$ cat config.mk
export PLATFORM = sky130hd
export DESIGN_NAME = pc_sequencer
export DESIGN_NICKNAME = d
export VERILOG_FILES = /design/src/rtl/pc_sequencer.sv
export SDC_FILE = /design/constraint.sdc
export NUM_CORES = 1
export LEC_CHECK = 0
export CORE_ASPECT_RATIO = 2
export CORE_MARGIN = 4
export CORE_UTILIZATION = 51
export DETAILED_ROUTE_END_ITERATION = 8
export GPL_TIMING_DRIVEN = 0
export PLACE_DENSITY = 0.92
export SLEW_MARGIN = 40
export SYNTH_ARGS = -nofsm -noshare
export SYNTH_HDL_FRONTEND = slang
export SYNTH_SLANG_ARGS = --single-unit
export TNS_END_PERCENT = 10
$ cat constraint.sdc
create_clock -name clk -period 8 [get_ports clk]
set_clock_uncertainty 0.1 [all_clocks]
set_input_delay 2 -clock clk [delete_from_list [all_inputs] [get_ports clk]]
set_output_delay 2 -clock clk [all_outputs]
set_load 0.05 [all_outputs]
$ cat src/rtl/pc_sequencer.sv
// PC sequencer: boot, fetch wait, stall, branch/jump/JR and exception entry.
// Optional NPC_ERET_EN: npc_op=5 returns to epc+4 instead of trapping.
module pc_sequencer #(
    parameter logic [31:0] RESET_PC   = 32'h0000_3000,
    parameter logic [31:0] EXC_VECTOR = 32'h0000_4180
) (
    input  logic        clk,
    input  logic        rstn,
    input  logic [2:0]  npc_op,
    input  logic [15:0] imm16,
    input  logic [25:0] target26,
    input  logic [31:0] rs_data,
    input  logic        if_ready,
    input  logic        stall,
    output logic [31:0] pc,
    output logic        if_req,
    output logic        nop,
    output logic [31:0] epc,
    output logic [1:0]  exc_cause,
    output logic        exc_pulse
);

    typedef enum logic [1:0] {BOOT, RUN, EXC_FLUSH} state_t;

    state_t      state, state_nx;
    logic        fire, exc, advance;
    logic        is_b, is_j, is_jr, is_eret, illegal, misal;
    logic [31:0] pc4, next_pc;

    assign fire  = (state == RUN) & if_ready & ~stall;
    assign is_b  = (npc_op == 3'd1);
    assign is_j  = (npc_op == 3'd2);
    assign is_jr = (npc_op == 3'd3);
    assign misal = is_jr & (rs_data[1:0] != 2'b00);

`ifdef NPC_ERET_EN
    assign is_eret = (npc_op == 3'd5);
    assign illegal = (npc_op == 3'd4) | (npc_op >= 3'd6);
`else
    assign is_eret = 1'b0;
    assign illegal = (npc_op >= 3'd4);
`endif

    assign exc     = fire & (illegal | misal);
    assign advance = fire & ~exc;

    assign pc4 = pc + 32'd4;

    always_comb begin
        next_pc = pc4;
        unique case (1'b1)
            is_b:    next_pc = pc4 + {{14{imm16[15]}}, imm16, 2'b00};
            is_j:    next_pc = {pc4[31:28], target26, 2'b00};
            is_jr:   next_pc = rs_data;
            is_eret: next_pc = epc + 32'd4;
            default: next_pc = pc4;
        endcase
    end

    always_ff @(posedge clk or negedge rstn) begin
        if (!rstn)
            state <= BOOT;
        else
            state <= state_nx;
    end

    always_comb begin
        state_nx = state;
        unique case (state)
            BOOT:      state_nx = RUN;
            RUN:       state_nx = exc ? EXC_FLUSH : RUN;
            EXC_FLUSH: state_nx = RUN;
            default:   state_nx = BOOT;
        endcase
    end

    always_comb begin
        nop       = 1'b1;
        if_req    = 1'b0;
        exc_pulse = 1'b0;
        unique case (state)
            BOOT: begin
                nop    = 1'b1;
                if_req = 1'b0;
            end
            RUN: begin
                nop    = ~if_ready;
                if_req = 1'b1;
            end
            EXC_FLUSH: begin
                nop       = 1'b1;
                exc_pulse = 1'b1;
            end
            default: nop = 1'b1;
        endcase
    end

    // The flush state is the cycle right after entry, so it doubles as the strobe
    always_ff @(posedge clk or negedge rstn) begin
        if (!rstn) begin
            pc        <= RESET_PC;
            epc       <= 32'd0;
            exc_cause <= 2'd0;
        end else if (exc) begin
            epc       <= pc;
            pc        <= EXC_VECTOR;
            exc_cause <= misal ? 2'd2 : 2'd1;
        end else if (advance) begin
            pc <= next_pc;
            if (is_eret)
                exc_cause <= 2'd0;
        end
    end

endmodule
======== Word-level counts from Yosys, hierarchy flattened ========
Index checks and enable logic that the tools add are counted.
storage, ports and cells
  bits in writable memories ............... 0
  flip-flop bits (word level) ............. 68
  input bits .............................. 81
  bits in latches ......................... 0
  logic and storage cells ................. 34
  memory bits (read-only) ................. 0
  memories ................................ 0
cells by class
  order comparisons ....................... 1
  reduce and logical (&&, ||, !) cells .... 4
  bitwise logic cells ..................... 9
  shifts and indexed selects .............. 0
  add/sub/neg operators ................... 2
  multiply operators ...................... 0
  div/mod/pow operators ................... 0
  equal/unequal tests ..................... 5
  multiplexer cells ....................... 9
operators with widths
  cell                                                                   count
  32-bit one-hot mux with 3 select lines                                 1
  32-bit 2-to-1 mux                                                      2
  32-bit by 3-bit adder with 32-bit output, second input constant        1
  32-bit adder                                                           1
  3-bit by 2-bit equality test with 1-bit output, second input constant  2
  1-bit AND                                                              5
  2-bit 2-to-1 mux                                                       2
  2-bit one-hot mux with 2 select lines                                  1
  2-bit nonzero test                                                     2
  3-bit by 1-bit equality test with 1-bit output, second input constant  1
  3-bit greater-or-equal comparator, second input constant               1
  1-bit 2-to-1 mux                                                       3
  1-bit inverter                                                         3
  2-bit by 1-bit equality test with 1-bit output, second input constant  1
  2-bit equality test, second input constant                             1
  2-bit zero test                                                        1
  2-bit OR reduction                                                     1
  1-bit OR                                                               1

======== Logic depth before layout (Yosys ltp) ========
  depth after elaboration ................. 8
  mapped depth ............................ 16

======== Worst setup path after synthesis ========
Ideal clock, no wire load.
  path kind ............................... input to output
  start point ............................. input port if_ready
  end point ............................... output port nop
  stages .................................. 1
  buffers on the path ..................... 0
  arrival time ............................ 2.415 ns
  path slack .............................. 3.485 ns
  cells stage by stage .................... nand3b_1
on the way
  cells in the longest elaborated chain, start to end .. 2
RTL lines
  what                line  source
  start: declaration  13    input logic if_ready,
  1-bit inverter      87    nop = ~if_ready;
  1-bit 2-to-1 mux    81    unique case (state)
  end: declaration    17    output logic nop,
No other way between the ends.

======== Worst setup path after layout ========
Ends and elaborated chain as after synthesis.

==> results.cfg <==
[yosys]
synth_compound_area_frac = 0.255
yosys_most_used_dff = dfrtp_1
syn-num-nets = 797
synth_edf_count = 0
synth_xor_area_frac = 0.0745
syn_avg_cell_area_um2 = 8.47
netlist_area_um2 = 5760
yosysWarningCount = 0
synthSimpleGateAreaFrac = 0.188
netlist_instances = 680
synth_top_family_by_area = compound AO/OA/AOI/OAI gates
seq_area_frac_synth = 0.296
synth_seq_cells = 68
synthMuxAreaShare = 0.0706
yosys.area_share.adder = 0.0795
ys_types = 70
synthArstFlopShare = 1.00

[worst_setup_path]
crit_slowest_cell = clkdlybuf4s50_1
path_max_fanout = 4
critical_path_required_ns = 5.90
cp-end-kind = output pin
cp-start-kind = input port
max_stage_delay_ns = 0.87
crit_path_start = if_ready
critical_path_class = input port to output pin
reg2reg_from = pc[12]$_DFFE_PN1P_
path_common_cell = clkdlybuf4s50_1
path_cells = clkdlybuf4s50_1 -> nand3b_1 -> clkdlybuf4s50_1
worstPathArrival_ns = 3.51

[drt]
drt_wl_total_um = 22500
dr.first_iter.drc_count = 910
drcViolationCount = 2
drt_pass1_iterations = 9
vias = 6527
ant_nets = 0
wl_per_cell_um = 22.8
viasPerCell = 6.62

[cts]
clk_pin_slew_ns = 0.06
cts.path.max_buffers = 2
cts-buffers-inserted = 9
clk_latency_ns = 0.34
cts_num_sinks = 68
tritoncts = built
cts_resized = 0
cts_max_level = 3
post_cts_buffers = 0
clockRootBuffer = clkbuf_16
cts_hold_buf = 0

[global_routing]
grt-ovfl-total = 0
antenna_found_initial = 0
grt_max_degree = 61
first_global_vias = 6477
track_usage = 0.336
grt_first_pass_wirelength_um = 34200

[floorplanning]
fp.dieH_um = 158
core_um2 = 11000
die_w_um = 83.1
start_util = 0.523
io_pins = 150
dieArea_um2 = 13200
num_rows = 54

[timing]
whs_ns = 0.389
slew_viol_final = 0
rsz0062_at_grt = no
hold_viol_final = 0
period_minus_slack_ns = 5.61
fmax_mhz = 178
slew_headroom = 0.469
max_slew.worst_pin.slew_ns = 0.794
setup_violations = 0
finalCritPeriodShare = 0.701
tns_ns = 0

[power]
power.internal_uw = 1120
p_leak_uw = 0.00341
p_switching_uw = 1020
power_uw = 2140
powerDensity_nw_per_um2 = 276
comb_power_share = 0.560
peakVddDrop_uv = 276
swShare = 0.478
seq_power_share = 0.251
clkPwrFrac = 0.189

[final_layout]
area_growth_pct = 34.7
fill_cells = 819
antenna_cells = 0
final_area_um2 = 7750
multiInputGateArea_um2 = 3850
final_cells = 986
ff_latch_area_um2 = 1700
layout.nets = 958
drive_above_1_share = 0.0839

[placed_design]
port_buffers = 149
dp_cells = 970
placed_area_um2 = 7450
gp_congestion = 1.03
hpwl_um = 17300

[min_path]
hp-start = epc[2]$_DFFE_PN0P_
hold_class = register to register

[run_status]
status = complete, but fails checks
violations = design-rule violations

[job]
drv_cap = 0
per-layer routing:
layer	wire, um	up-vias	track usage
li1	-	2841	-
met1	6770	3005	0.337
met2	11100	502	0.592
met3	2320	179	0.0813
met4	2270	0	0.268
met5	0	-	0
logic make-up after synthesis:
group	count (synthesis)
mux	37
xor+xnor	49
flops	68
compound gates	218
fa+ha+maj	36
simple gates	219
buf+inv	53
synth_stat cells (3+ instances only):
cell	count	share of area
nand2b_1	9	0.0098
a221o_1	3	0.0052
and3_1	14	0.015
o21a_1	5	0.0065
nand2_1	63	0.041
o211ai_1	5	0.0065
nand4_1	10	0.011
inv_1	20	0.013
o221ai_1	7	0.011
o22ai_1	6	0.0065
mux2_2	29	0.057
o21ai_2	3	0.0046
nor2_1	47	0.031
dfrtp_1	66	0.29
and4_1	4	0.0061
a211o_1	5	0.0076
a21oi_1	59	0.051
a2bb2oi_1	3	0.0046
and2_1	5	0.0054
a211oi_1	7	0.0091
buf_2	5	0.0043
nor2b_1	10	0.011
nor3_1	10	0.0087
or3_1	4	0.0043
nor4_1	3	0.0033
xor2_1	24	0.037
o211a_1	4	0.0070
a21o_1	23	0.030
o31ai_1	5	0.0065
o2111ai_1	3	0.0046
nand3_1	27	0.023
buf_1	4	0.0026
o21ai_0	37	0.032
ha_1	35	0.076
mux2i_1	8	0.014
or2_2	3	0.0033
clkbuf_1	24	0.016
a31oi_1	12	0.013
xnor2_1	25	0.038
o21bai_1	4	0.0052
path summary, 6_finish.rpt:
kind / end / slack (ns) / cells past startpoint
min: epc[2]$_DFFE_PN0P_ / 0.39 / 2
min in group asynchronous: epc[5]$_DFFE_PN0P_ / 1.35 / 1
max: nop / 2.39 / 3
max reg2reg: pc[29]$_DFFE_PN0P_ / 3.20 / 15
min reg2reg: epc[2]$_DFFE_PN0P_ / 0.39 / 2
max in group asynchronous: pc[13]$_DFFE_PN1P_ / 5.89 / 2
registers in the layout (all words and copies together) (netlist names):
name,flops
exc_cause,2
epc,32
state,2
pc,32
power groups by stage:
stage	Combinational, uW	Clock [uW]	Sequential [uW]
floorplan	486	0	809
global placement	1160	0	529
detailed placement	1180	0	534
CTS	1180	405	531
global route	1260	420	543
finish	1200	403	537
worst max-delay path, delay by kind of cell:
| family | cells | cell delay [ns] |
|---|---|---|
| AND/OR/NAND/NOR | 1 | 0.23 |
| buffers and inverters | 2 | 1.28 |
cell usage in the layout (no fill, tap or decap), types with 6 or more instances in the layout:
cell,netlist,routed
xnor2_1,25,25
o22ai_1,6,6
nand2_1,63,63
inv_1,20,20
a211oi_1,7,7
o21ai_0,37,37
mux2i_1,8,8
dfrtp_1,66,66
nor2b_1,10,10
xor2_1,24,24
and3_1,14,14
clkbuf_16,0,9
a21oi_1,59,59
clkdlybuf4s50_1,0,148
nand2b_1,9,9
o221ai_1,7,7
nor2_1,47,47
a31oi_1,12,12
nand4_1,10,10
nor3_1,10,10
clkbuf_1,24,24
ha_1,35,35
mux2_2,29,29
a21o_1,23,23
nand3_1,27,27
per-stage QoR:
step	util	worst slack [ns]
finish	0.704	2.39
global route	0.704	2.37
CTS	0.704	2.39
detailed placement	0.677	2.39
global placement	0.674	2.42
floorplan	-	3.48
final cells by class:
cell class / count / area share
multi-input cells: 559 / 0.496
clock buffers: 9 / 0.0291
repair buffers: 150 / 0.196
flip-flops and latches: 68 / 0.220
inverters: 20 / 0.00968
clock inverters: 7 / 0.00968
plain buffers: 33 / 0.0168
well taps: 140 / 0.0226
(Power assumes the default switching activity.)
